==> src/rtl/tdm_pkg.sv <==
// Shared definitions for the 4:1 TDM link (framer and demultiplexer sides).
package tdm_pkg;

  localparam int unsigned TDM_NCH  = 4;
  localparam int unsigned TDM_SELW = 2;

  typedef enum logic [0:0] {
    ST_HUNT   = 1'b0,
    ST_LOCKED = 1'b1
  } tdm_state_e;

  typedef logic [TDM_SELW-1:0] tdm_slot_t;

  // One-hot channel mask for a slot index.
  function automatic logic [TDM_NCH-1:0] slot_onehot(input tdm_slot_t s);
    logic [TDM_NCH-1:0] r;
    r    = '0;
    r[s] = 1'b1;
    return r;
  endfunction

endpackage

==> src/rtl/tdm_demux4_if.sv <==
// Link-side beat inputs and frame-side outputs of the TDM demultiplexer.
interface tdm_demux4_if #(
  parameter int unsigned WIDTH = 8,
  parameter int unsigned NCH   = 4
);

  logic                 in_valid;
  logic                 in_sync;
  logic [WIDTH-1:0]     in_data;
  logic [NCH*WIDTH-1:0] out_frame;
  logic                 out_valid;
  logic [NCH-1:0]       ch_stb;
  logic                 locked;
  logic                 sync_err;

  // Upstream front-end / bench side.
  modport master (
    output in_valid, in_sync, in_data,
    input  out_frame, out_valid, ch_stb, locked, sync_err
  );

  // Demultiplexer side.
  modport slave (
    input  in_valid, in_sync, in_data,
    output out_frame, out_valid, ch_stb, locked, sync_err
  );

endinterface

==> src/rtl/tdm_slot_counter.sv <==
// Slot index counter, wraps modulo TDM_NCH. clr and inc together load 1, which
// is how an accepted slot-0 beat advances straight to the next slot.
module tdm_slot_counter
  import tdm_pkg::*;
(
  input  logic      clk,
  input  logic      rst,
  input  logic      inc,
  input  logic      clr,
  output tdm_slot_t slot,
  output logic      last
);

  tdm_slot_t slot_q, slot_d;

  // Next slot: optional clear, then optional increment (natural 2-bit wrap).
  always_comb begin
    slot_d = clr ? '0 : slot_q;
    if (inc) begin
      slot_d = slot_d + tdm_slot_t'(1);
    end
  end

  // Slot register.
  always_ff @(posedge clk or posedge rst) begin
    if (rst) begin
      slot_q <= '0;
    end else begin
      slot_q <= slot_d;
    end
  end

  assign slot = slot_q;
  assign last = (slot_q == tdm_slot_t'(TDM_NCH - 1));

endmodule

==> src/rtl/tdm_demux4.sv <==
// Four-channel TDM demultiplexer: aligns on the frame-sync marker, collects
// slots 0..2 in shadow registers and publishes whole frames on the slot-3 beat.
module tdm_demux4
  import tdm_pkg::*;
#(
  parameter int unsigned WIDTH = 8,
  parameter int unsigned NCH   = TDM_NCH  // fixed at 4
) (
  input logic         clk,
  input logic         rst,
  tdm_demux4_if.slave bus
);

  tdm_state_e state_q, state_d;

  tdm_slot_t slot;
  logic      last;
  logic      inc;
  logic      clr;

  logic       sh_we;
  tdm_slot_t  sh_idx;
  logic [WIDTH-1:0] sh_q [NCH-1];

  logic [NCH*WIDTH-1:0] frame_q, frame_d;
  logic                 ov_q, ov_d;
  logic [NCH-1:0]       stb_q, stb_d;
  logic                 err_q, err_d;

  tdm_slot_counter u_slot_counter (
    .clk  (clk),
    .rst  (rst),
    .inc  (inc),
    .clr  (clr),
    .slot (slot),
    .last (last)
  );

  // Framing FSM: next state, counter control, shadow write and output pulses.
  always_comb begin
    state_d = state_q;
    inc     = 1'b0;
    clr     = 1'b0;
    sh_we   = 1'b0;
    sh_idx  = '0;
    ov_d    = 1'b0;
    err_d   = 1'b0;
    stb_d   = '0;
    frame_d = frame_q;

    if (bus.in_valid) begin
      unique case (state_q)
        ST_HUNT: begin
          // Non-sync beats are dropped silently while hunting.
          if (bus.in_sync) begin
            state_d = ST_LOCKED;
            clr     = 1'b1;
            inc     = 1'b1;
            sh_we   = 1'b1;
            stb_d   = slot_onehot('0);
          end
        end
        ST_LOCKED: begin
          if (slot == '0) begin
            if (bus.in_sync) begin
              inc   = 1'b1;
              sh_we = 1'b1;
              stb_d = slot_onehot('0);
            end else begin
              // Missing sync: lose alignment, drop the beat.
              err_d   = 1'b1;
              clr     = 1'b1;
              state_d = ST_HUNT;
            end
          end else if (bus.in_sync) begin
            // Early sync: abandon the partial frame and restart at slot 0.
            err_d = 1'b1;
            clr   = 1'b1;
            inc   = 1'b1;
            sh_we = 1'b1;
            stb_d = slot_onehot('0);
          end else begin
            inc   = 1'b1;
            stb_d = slot_onehot(slot);
            if (last) begin
              ov_d = 1'b1;
              for (int k = 0; k < int'(NCH) - 1; k++) begin
                frame_d[k*WIDTH +: WIDTH] = sh_q[k];
              end
              frame_d[(NCH-1)*WIDTH +: WIDTH] = bus.in_data;
            end else begin
              sh_we  = 1'b1;
              sh_idx = slot;
            end
          end
        end
        default: state_d = ST_HUNT;
      endcase
    end
  end

  // State and registered outputs.
  always_ff @(posedge clk or posedge rst) begin
    if (rst) begin
      state_q <= ST_HUNT;
      frame_q <= '0;
      ov_q    <= 1'b0;
      stb_q   <= '0;
      err_q   <= 1'b0;
    end else begin
      state_q <= state_d;
      frame_q <= frame_d;
      ov_q    <= ov_d;
      stb_q   <= stb_d;
      err_q   <= err_d;
    end
  end

  // Shadow registers for slots 0..NCH-2; the last slot goes straight to the frame.
  always_ff @(posedge clk or posedge rst) begin
    if (rst) begin
      for (int k = 0; k < int'(NCH) - 1; k++) begin
        sh_q[k] <= '0;
      end
    end else begin
      for (int k = 0; k < int'(NCH) - 1; k++) begin
        if (sh_we && (sh_idx == tdm_slot_t'(k))) begin
          sh_q[k] <= bus.in_data;
        end
      end
    end
  end

  assign bus.out_frame = frame_q;
  assign bus.out_valid = ov_q;
  assign bus.ch_stb    = stb_q;
  assign bus.sync_err  = err_q;
  assign bus.locked    = (state_q == ST_LOCKED);

endmodule

==> src/flat_wrapper.sv <==
// flat-port wrapper written by rule: the top's interface ports become plain ports
module tdm_demux4_flat import tdm_pkg::*;
#(
  parameter int unsigned WIDTH = 8,
  parameter int unsigned NCH   = TDM_NCH               
)
  (clk, rst, bus_in_valid, bus_in_sync, bus_in_data, bus_out_frame, bus_out_valid, bus_ch_stb, bus_locked, bus_sync_err);
  tdm_demux4_if #(.WIDTH(WIDTH), .NCH(NCH)) bus_i ();
  input logic clk;
  input logic rst;
  input wire logic [$bits(bus_i.in_valid)-1:0] bus_in_valid;
  input wire logic [$bits(bus_i.in_sync)-1:0] bus_in_sync;
  input wire logic [$bits(bus_i.in_data)-1:0] bus_in_data;
  output wire logic [$bits(bus_i.out_frame)-1:0] bus_out_frame;
  output wire logic [$bits(bus_i.out_valid)-1:0] bus_out_valid;
  output wire logic [$bits(bus_i.ch_stb)-1:0] bus_ch_stb;
  output wire logic [$bits(bus_i.locked)-1:0] bus_locked;
  output wire logic [$bits(bus_i.sync_err)-1:0] bus_sync_err;
  assign bus_i.in_valid = bus_in_valid;
  assign bus_i.in_sync = bus_in_sync;
  assign bus_i.in_data = bus_in_data;
  assign bus_out_frame = bus_i.out_frame;
  assign bus_out_valid = bus_i.out_valid;
  assign bus_ch_stb = bus_i.ch_stb;
  assign bus_locked = bus_i.locked;
  assign bus_sync_err = bus_i.sync_err;
  tdm_demux4 #(.WIDTH(WIDTH), .NCH(NCH)) u_core (.clk(clk), .rst(rst), .bus(bus_i));
endmodule
==> config.mk <==
export PLATFORM = sky130hd
export DESIGN_NAME = tdm_demux4_flat
export DESIGN_NICKNAME = d
export VERILOG_FILES = /design/src/rtl/tdm_pkg.sv /design/src/rtl/tdm_demux4_if.sv /design/src/rtl/tdm_slot_counter.sv /design/src/rtl/tdm_demux4.sv /design/src/flat_wrapper.sv
export SDC_FILE = /design/constraint.sdc
export NUM_CORES = 1
export LEC_CHECK = 0
export BUFFER_PORTS_ARGS = -buffer_cell sky130_fd_sc_hd__clkbuf_2
export CORE_MARGIN = 3
export CORE_UTILIZATION = 51
export DETAILED_ROUTE_END_ITERATION = 10
export GPL_TIMING_DRIVEN = 0
export HOLD_SLACK_MARGIN = 0.12
export PLACE_DENSITY = 0.75
export SKIP_LAST_GASP = 1
export SYNTH_ARGS = -nofsm -noshare
export SYNTH_HDL_FRONTEND = slang
export SYNTH_SLANG_ARGS = --single-unit
==> constraint.sdc <==
create_clock -name clk -period 3.9 [get_ports clk]
set_clock_uncertainty 0.2 [all_clocks]
set_input_delay 0.78 -clock clk [delete_from_list [all_inputs] [get_ports clk]]
set_output_delay 0.78 -clock clk [all_outputs]
set_load 0.01 [all_outputs]
======== Word level (Yosys, flattened, before mapping) ========
Index checks and enable logic that the tools add are counted.
Widths: inputs -> output; s select.
operators by class
  add/sub/neg operators ................... 1
  $lt $le $gt $ge ......................... 2
  eq/ne operators ......................... 3
  mux-type cells .......................... 34
  bitwise gates (word level) .............. 3
  reduce and logical (&&, ||, !) cells .... 7
operators with widths
  kind                 number
  $mux 1               19
  $mux 2               7
  $mux 4               3
  $pmux 4 s2           1
  $pmux 1 s2           3
  $reduce_and 5->1     1
  $eq 2x2->1 const B   2
  $logic_and 1x1->1    4
  $logic_not 2->1      2
  $lt 2x3->1 const B   1
  $not 1->1            3
  $add 2x1->2 const B  1
  $demux 1 s2          1
  $eq 2x1->1 const B   1
  $ge 2x1->1 const B   1
storage, ports and cells
  register bits after elaboration ......... 65
  bits of input ports ..................... 12
  output and inout port bits .............. 39
  logic and storage cells ................. 59

======== Logic depth before layout (Yosys ltp) ========
Gate-level depths: netlist (run 1).
  word-level depth ........................ 8
  depth in mapped cells ................... 6
  gate-level depth less buffers ........... 6

======== Modules after synthesis ========
From an unflattened synthesis (run 1), not the netlist that was laid out.
unflattened totals
  cell total of the unflattened synthesis .. 159
  area total of the unflattened synthesis .. 2580.0 µm²
by module, submodules not included
  module            instances  cells each  area each (µm²)  sequential area each (µm²)
  tdm_demux4        1          150         2477.4           1576.5
  tdm_slot_counter  1          9           102.6            50.0

======== Least setup slack after synthesis (run 1) ========
Ideal clock, no wire load.
  kind .................................... input-to-reg
  start ................................... input bus_in_valid
  end ..................................... register u_core.sh_q[10] (netlist bit)
  setup time .............................. 125 ps
  arrival ................................. 1798 ps
  data required time ...................... 3575 ps
  setup slack ............................. 1777 ps
  stages on the path ...................... 5
  buffers on the path ..................... 2
  path through ............................ buf_2 > nand3_2 > or3_1 > buf_6 > mux2_4
on the way
  longest elaborated chain between the ends .. 3
  elaborated cells on any way between the ends .. 4
  those cells by class .................... eq/ne: 1; mux: 2; reduce/logical: 1
ends and longest elaborated chain
  what                             line                RTL
  from (decl)                      flat_wrapper.sv:11  input wire logic [$bits(bus_i.in_valid)-1:0] bus_in_valid;
  $mux 2                           tdm_demux4.sv:51    if (bus.in_valid) begin
  $eq 2x1->1                       tdm_demux4.sv:127   if (sh_we && (sh_idx == tdm_slot_t'(k))) begin
  $logic_and 1x1->1 *              tdm_demux4.sv:127
  to (signal, indexed assignment)  tdm_demux4.sv:128   sh_q[k] <= bus.in_data;
  to (decl)                        tdm_demux4.sv:23    logic [WIDTH-1:0] sh_q [NCH-1];
Every way passes the cells marked *; elsewhere a longest branch is shown, timed or not.
A chain may end at the register's enable or synchronous reset.

======== Final worst setup path (run 1) ========
  start ................................... input bus_in_sync
  end ..................................... register u_core.frame_q[0] (netlist: u_core.bus.out_frame[0])
on the way
  longest elaborated chain between the ends .. 2
ends and longest elaborated chain
  what                               line                RTL
  from (decl)                        flat_wrapper.sv:12  input wire logic [$bits(bus_i.in_sync)-1:0] bus_in_sync;
  $not 1->1 (no source line)         -
  $reduce_and 5->1 (no source line)  -
  to (signal assigned)               tdm_demux4.sv:112   frame_q <= frame_d;
  to (decl)                          tdm_demux4.sv:25    logic [NCH*WIDTH-1:0] frame_q, frame_d;
No other way between the ends.

==> reports/metrics.cfg, run 1 <==
[outcome]
outcome=complete, no violations

[route]
ant_nets=0
vias_per_cell=5.151
dr.pass1.iters=4
wl_per_cell_um=16.16
vias=1499
drt-total-wl_um=4702
drtIter0Drc=72
drc=0

[critical_path]
worstPathArrival_ns=2.16
cp_max_fo=10
slowest_stage=mux2_2
worst_setup_path_start_kind=primary input
critPathKind=in2reg
critPathMaxStageDelay_ns=0.38
crit_chain=clkbuf_2, inv_1, ha_1, nand2_1, nor2_2, buf_2, mux2_2
crit_path_end_kind=register
critPathRequiredTime_ns=3.90

[timing]
final_min_period_over_clock_period=0.5535
rsz0062_at_grt=false
max_freq_mhz=463.2
finalHoldViolCount=0
min_period_ns=2.159
relSlewSlack=0.5491
finalSetupViolCount=0
drv_slew=0
setup_slack_ns=1.741
setup-tns-final_ns=0
worst_pin_slew_ns=0.6754

[layout]
drive_gt1_frac=0.5796
area_growth_pct=21.77
nets=235
mostFrequentLayoutCells=dfrtp_1 (64), clkbuf_2 (49), mux2_2 (46)
final_util=0.6730
n_fill_cell=336
layout_commonest_cell=dfrtp_1
num_antenna_cells=0

[yosys]
syn_nets=174
synthCells=160
ys_warn_count=0
ys_ff_latch=64
synth-seq-area-share=0.6390
syn_area_mm2=0.002506
avgSynthCellArea_um2=15.66
synth_cell_types=22

[floorplanning]
die_x_um=76.10
initial_core_util=0.5527
num_rows=24
fp.dieH_um=76.10
num_io_pins=51
die_area_mm2=0.005791
core_mm2=0.004534

[clock_tree]
htreeDepth=3
hold_buffers=0
cts_setup_buffers=0
cts.path.max_buffers=2
path_clk_slew_ns=0.06
worstSkewPairLatency_ns=0.32
cts_tree=yes
clkSinkCount=64
post_cts_resized=0
cts_root_buf=clkbuf_8
cts_buffers=9

[min_path]
hold_path.class=reg2reg

[global_route]
gr-total-overflow=0
antenna_found_initial=0
grt_pass1_wl_um=8162
grt_usage=0.1817
grt_max_degree=34
grt_pass1_vias=1650

[pwr]
ir_drop_v=0.0004110
power.density_mw_per_mm2=763.6
p_leak_uw=0.001554

[placed_design]
port_buffers=49
hpwl_um=3359
dp_slack_ns=1.395
place_congestion=0.8341

[job]
maxCapViolations=0

## sequential cells by signal (all words and copies together), names as in the netlist
signal and cells:
u_core.u_slot_counter.slot 2, u_core.bus.sync_err 1, u_core.bus.ch_stb 3, u_core.sh_q 24
u_core.bus.locked 1, u_core.bus.out_frame 32, u_core.bus.out_valid 1
## worst paths after layout
check                                                        start                                    to  slack [ns]  cells after the start
setup / recovery                                       bus_in_sync   u_core.bus.out_frame[0]$_DFFE_PP0P_        1.74                      7
hold / removal                 u_core.bus.out_frame[7]$_DFFE_PP0P_   u_core.bus.out_frame[7]$_DFFE_PP0P_        0.30                      1
max in group asynchronous                                      rst           u_core.sh_q[12]$_DFFE_PP0P_        2.55                      3
setup reg to reg           u_core.u_slot_counter.slot[0]$_DFF_PP0_   u_core.bus.out_frame[0]$_DFFE_PP0P_        1.78                      6
min in group asynchronous                                      rst  u_core.bus.out_frame[25]$_DFFE_PP0P_        0.34                      2
hold reg to reg                u_core.bus.out_frame[7]$_DFFE_PP0P_   u_core.bus.out_frame[7]$_DFFE_PP0P_        0.30                      1
## per-layer routing
layer | part of all wire | GRT usage | vias up
met5 | 0 | 0 | -
met2 | 0.49 | 0.2801 | 51
li1 | - | - | 683
met4 | 0.012 | 0.09420 | 0
met1 | 0.44 | 0.2365 | 759
met3 | 0.060 | 0.04965 | 6
## cell type report
| class | count | area (um^2) | share of cell area |
|---|---|---|---|
| repair buffers | 50 | 265.3 | 0.08692 |
| multi-input cells | 84 | 842.1 | 0.2759 |
| flip-flops and latches | 64 | 1602 | 0.5248 |
| clock buffers | 13 | 158.9 | 0.05207 |
| inverters | 5 | 18.77 | 0.006150 |
| plain buffers | 7 | 43.79 | 0.01435 |
| clock inverters | 3 | 40.04 | 0.01312 |
| well taps | 65 | 81.33 | 0.02665 |
## cells by family (layout without fill, tap and decap cells)
| group | after synthesis | in the layout | synth area share |
|---|---|---|---|
| simple gates | 18 | 18 | 0.04494 |
| fa+ha+maj | 2 | 2 | 0.009983 |
| buf+inv | 12 | 78 | 0.02496 |
| mux | 56 | 56 | 0.2636 |
| compound gates | 8 | 8 | 0.01747 |
| flops | 64 | 64 | 0.6390 |
## synth_stat cells, drive strengths merged
library cell,count,area (um^2)
mux2,56,660.6
o21ai,3,15.01
or3,1,6.260
a31oi,3,18.77
and3,1,6.260
inv,5,18.77
or2,2,12.51
nand2,6,22.52
nand3,1,10.01
nor3,1,16.27
nor2,2,10.01
a21oi,2,10.01
dfrtp,64,1602
nand2b,3,18.77
nor4bb,1,10.01
buf,7,43.79
ha,2,25.02
## per-stage QoR
step                      std cells  hold slack, ns  power [uW]  instance area (um^2)
after detailed placement        275          0.2878        1801                  2853
final                           291          0.2988        2330                  3052
after global placement          274          0.2683        1742                  2833
after CTS                       291          0.3045        2362                  3052
after global routing            291          0.3270        2477                  3052
after floorplan                 160          0.2585        1513                  2506
## where the power goes
group	switching [uW]	internal, uW	total [uW]	leakage, uW
logic	311	383	694	0.000650
registers	152	932	1080	0.000801
clock network	223	329	552	0.000103
## critical path, delay by kind of cell
| kind | cells | cell delay, ns |
|---|---|---|
| mux | 1 | 0.38 |
| simple gates | 2 | 0.27 |
| buf+inv | 3 | 0.59 |
| fa+ha+maj | 1 | 0.15 |
(Power assumes the default switching activity.)
==> run 2, diff against run 1 <==
Settings changed: ABC_AREA set to 1, CORE_UTILIZATION 51 to 49, PLACE_DENSITY 0.75 to 0.74.
Clock period 3.9 ns to 1.7 ns, I/O delays scaled along.
==> run 2 against run 1 <==
Compared with the run above: routed wire length rose by 20%; via count increased by 28%; final area is 17% higher; sequential power up 120%; setup slack worse by 1.7 ns; largest cell class unchanged; worst hold slack lost 0.15 ns; synthesized area up 12%; count of clock-buffer cells in the layout down 1; critical path depth up 1; synthesized cell count increased by 63%; power is 130% higher; clock power rose by 130%.
==> reports/metrics.cfg, run 2 <==
[outcome]
outcome=complete, no violations

[layout]
largest_reg_flops=32  ; unchanged
nets=347  ; +48%
area_growth_pct=27.92
multiInputGateArea_um2=955.9  ; +14%
stdcell_area_mm2=0.003577  ; +17%
seq_area_mm2=0.001603  ; about the same
drive_gt1_frac=0.5030  ; -0.07669
layout_commonest_cell=dfrtp_1
final_util=0.6746  ; +0.001598
num_antenna_cells=0  ; unchanged
mostFrequentLayoutCells=dfrtp_1 (63), clkbuf_2 (50), o21ai_2 (48)
n_fill_cell=412  ; +23%

[critical_path]
regToRegEndpoint=u_core.bus.out_frame[30]$_DFFE_PP0P_
cp-endpoint=u_core.bus.out_frame[30]$_DFFE_PP0P_
critPathKind=reg2reg
cp_max_fo=7  ; -3
path_depth=8  ; +1
startpoint=u_core.u_slot_counter.slot[0]$_DFF_PP0_
critPathMaxStageDelay_ns=0.37  ; about the same
reg2reg_depth=8  ; +2
worst_setup_path_start_kind=register
critPathBufInv=4  ; +1
crit_path_end_kind=register
crit_chain=buf_6, nor2_4, inv_1, ha_4, nand3b_4, buf_4, clkbuf_16, o21ai_2
critPathRequiredTime_ns=1.71  ; -2.19 ns
worstPathArrival_ns=1.65  ; -0.51 ns
rrSetupSlack_ns=0.06  ; -1.72 ns
slowest_stage=dfrtp_1
critical_path.top_delay_family=buffers and inverters
r2r_start=u_core.u_slot_counter.slot[0]$_DFF_PP0_

[global_route]
antenna_found_initial=0  ; unchanged
grt_max_degree=65  ; +91%
grt_usage=0.1741  ; -0.007627
grt_pass1_wl_um=8521  ; +4.4%
grt_pass1_vias=1806  ; +9.5%
gr-total-overflow=0  ; unchanged

[yosys]
syn_area_mm2=0.002796  ; +12%
yosys.area.top_type=dfrtp_1
yosys_most_used_dff=dfrtp_1
synth_top_area_frac=0.5727  ; -0.06633
synth-seq-area-share=0.5727  ; -0.06633
synth_cell_types=18  ; -18%
synth_common_cells=dfrtp_1 (64), o21ai_2 (48), inv_1 (43), nand2_1 (39), nand2_2 (30)
ys_ff_latch=64  ; unchanged
syn_nets=274  ; +57%
avgSynthCellArea_um2=10.76  ; -31%
yosysMostFrequentCell=dfrtp_1
yosys-top-cells-area=dfrtp_1 (57%), o21ai_2 (15%), nand2_2 (6.7%), inv_1 (5.8%), nand2_1 (5.2%)
synth_edf_count=0  ; unchanged
synthArstFlopShare=1.000  ; unchanged
ys_warn_count=0  ; unchanged
synthCells=260  ; +63%

[floorplanning]
die_area_mm2=0.006650  ; +15%
initial_core_util=0.5274  ; -0.02533
num_io_pins=51  ; unchanged
die_x_um=81.55  ; +7.2%
core_mm2=0.005303  ; +17%
fp.dieH_um=81.55  ; +7.2%
num_rows=26  ; +8.3%

[placed_design]
place_congestion=0.7383  ; -11%
hpwl_um=3449  ; +2.7%
port_buffers=50  ; +2.0%
dp_slack_ns=0.006275  ; -1.388 ns
placed_area_mm2=0.003138  ; +10%

[route]
drc=0  ; unchanged
vias=1921  ; +28%
vias_per_cell=4.708  ; -8.6%
ant_nets=0  ; unchanged
drtIter0Drc=137  ; +90%
dr.pass1.iters=6  ; +2
drt-total-wl_um=5643  ; +20%
wl_per_cell_um=13.83  ; -14%

[clock_tree]
worstSkewPairLatency_ns=0.33  ; about the same
cts_tree=yes
path_clk_slew_ns=0.07  ; about the same
cts.path.max_buffers=2  ; unchanged
cts_root_buf=clkbuf_8
htreeDepth=3  ; unchanged
clkSinkCount=64  ; unchanged
cts_buffers=9  ; unchanged

[pwr]
p_comb_frac=0.329  ; +0.031
p_leak_uw=0.001933  ; +24%
p_sw_frac=0.3496  ; +0.05510
ir_drop_v=0.0009500  ; +130%
clkPwrFrac=0.231  ; -0.006
power.density_mw_per_mm2=1511  ; +98%
p_switching_uw=1890  ; +180%
p_int_uw=3515  ; +110%
pwr-share-seq=0.440  ; -0.025

[timing]
finalHoldViolCount=0  ; unchanged
drv_slew=0  ; unchanged
max_freq_mhz=609.4
whs_ns=0.1463  ; -0.1525 ns
relSlewSlack=0.7091  ; +0.1600
setup-tns-final_ns=0  ; unchanged
worst_pin_slew_ns=0.4354  ; -0.2400 ns
final_min_period_over_clock_period=0.9652
min_period_ns=1.641
finalSetupViolCount=0  ; unchanged
setup_slack_ns=0.05914  ; -1.682 ns

[min_path]
hold_path.class=in2reg
min_from=bus_in_data[1]

[job]
maxCapViolations=0  ; unchanged

run 2: changes by cell type after synthesis, moves of 6 or more:
| cell | change |
|---|---|
| buf_6 | +7 |
| o21ai_2 | +48 |
| mux2_4 | -8 |
| nand2_1 | +33 |
| nand2_2 | +30 |
| inv_1 | +38 |
| mux2_2 | -46 |
| o21ai_0 | +6 |
run 2: how the worst min path moves through the flow:
stage,end,slack (ns),cells past startpoint
6_report,u_core.sh_q[9]$_DFFE_PP0P_,0.15,3
5_1_grt,u_core.sh_q[9]$_DFFE_PP0P_,0.15,3
4_1_cts,u_core.bus.out_valid$_DFF_PP0_,0.05,2
3_5_place_dp,u_core.sh_q[0]$_DFFE_PP0P_,0.27,2
3_3_place_gp,u_core.sh_q[0]$_DFFE_PP0P_,0.27,2
2_1_floorplan,u_core.bus.out_valid$_DFF_PP0_,0.21,1
run 2: logic make-up (layout without fill, tap and decap cells):
logic type / count (synthesis) / after routing / share of synthesized area
AOI/OAI and AO/OA: 57 / 57 / 0.1664
xor gates and xnor gates: 1 / 1 / 0.003133
adders and majority gates: 2 / 2 / 0.008947
buffers and inverters: 55 / 132 / 0.09843
DFF: 64 / 64 / 0.5727
and+or+nand+nor: 81 / 82 / 0.1503
run 2: timing repair:
action / CTS / global route
gates cloned: 0 / 4
pin swaps: 1 / 1
setup endpoints to repair: 5 / 42
setup buffers: 0 / 4
gates resized for setup: 1 / 22
hold endpoints to repair: 2 / 19
hold buffers: 1 / 2
run 2: cell type report:
type                            instances  share of cell area
Buffer                                 11             0.04267
Inverter                               44             0.04792
Clock inverter                          4             0.01259
Sequential cell                        64              0.4481
Clock buffer                           12             0.03778
Tap cell                               70             0.02448
Timing Repair Buffer                   61              0.1193
Multi-Input combinational cell        142              0.2672
run 2: through the flow:
stage	instances	total power, uW
6_report	408	5405
3_5_place_dp	380	4050
3_3_place_gp	380	4001
4_1_cts	397	5286
2_1_floorplan	260	3535
5_1_grt	408	5763
run 2: worst min-delay path: cells and delay by family:
family	cells	cell delay, ns
compound gates	1	0.14
buf+inv	2	0.16
run 2: power by group through the flow:
stage / sequential [uW] / clock [uW] / combinational (uW)
after floorplan: 2480 / 0 / 1050
after global placement: 2380 / 0 / 1620
after detailed placement: 2380 / 0 / 1670
after CTS: 2360 / 1250 / 1680
after global routing: 2440 / 1350 / 1970
final: 2380 / 1250 / 1780
run 2: routing by layer:
layer | GRT usage | vias to the layer above | wire length [um]
met3 | 0.04386 | 6 | 257
met1 | 0.2350 | 916 | 2564
met5 | 0 | - | 0
li1 | - | 959 | -
met2 | 0.2687 | 40 | 2750
met4 | 0.07095 | 0 | 72
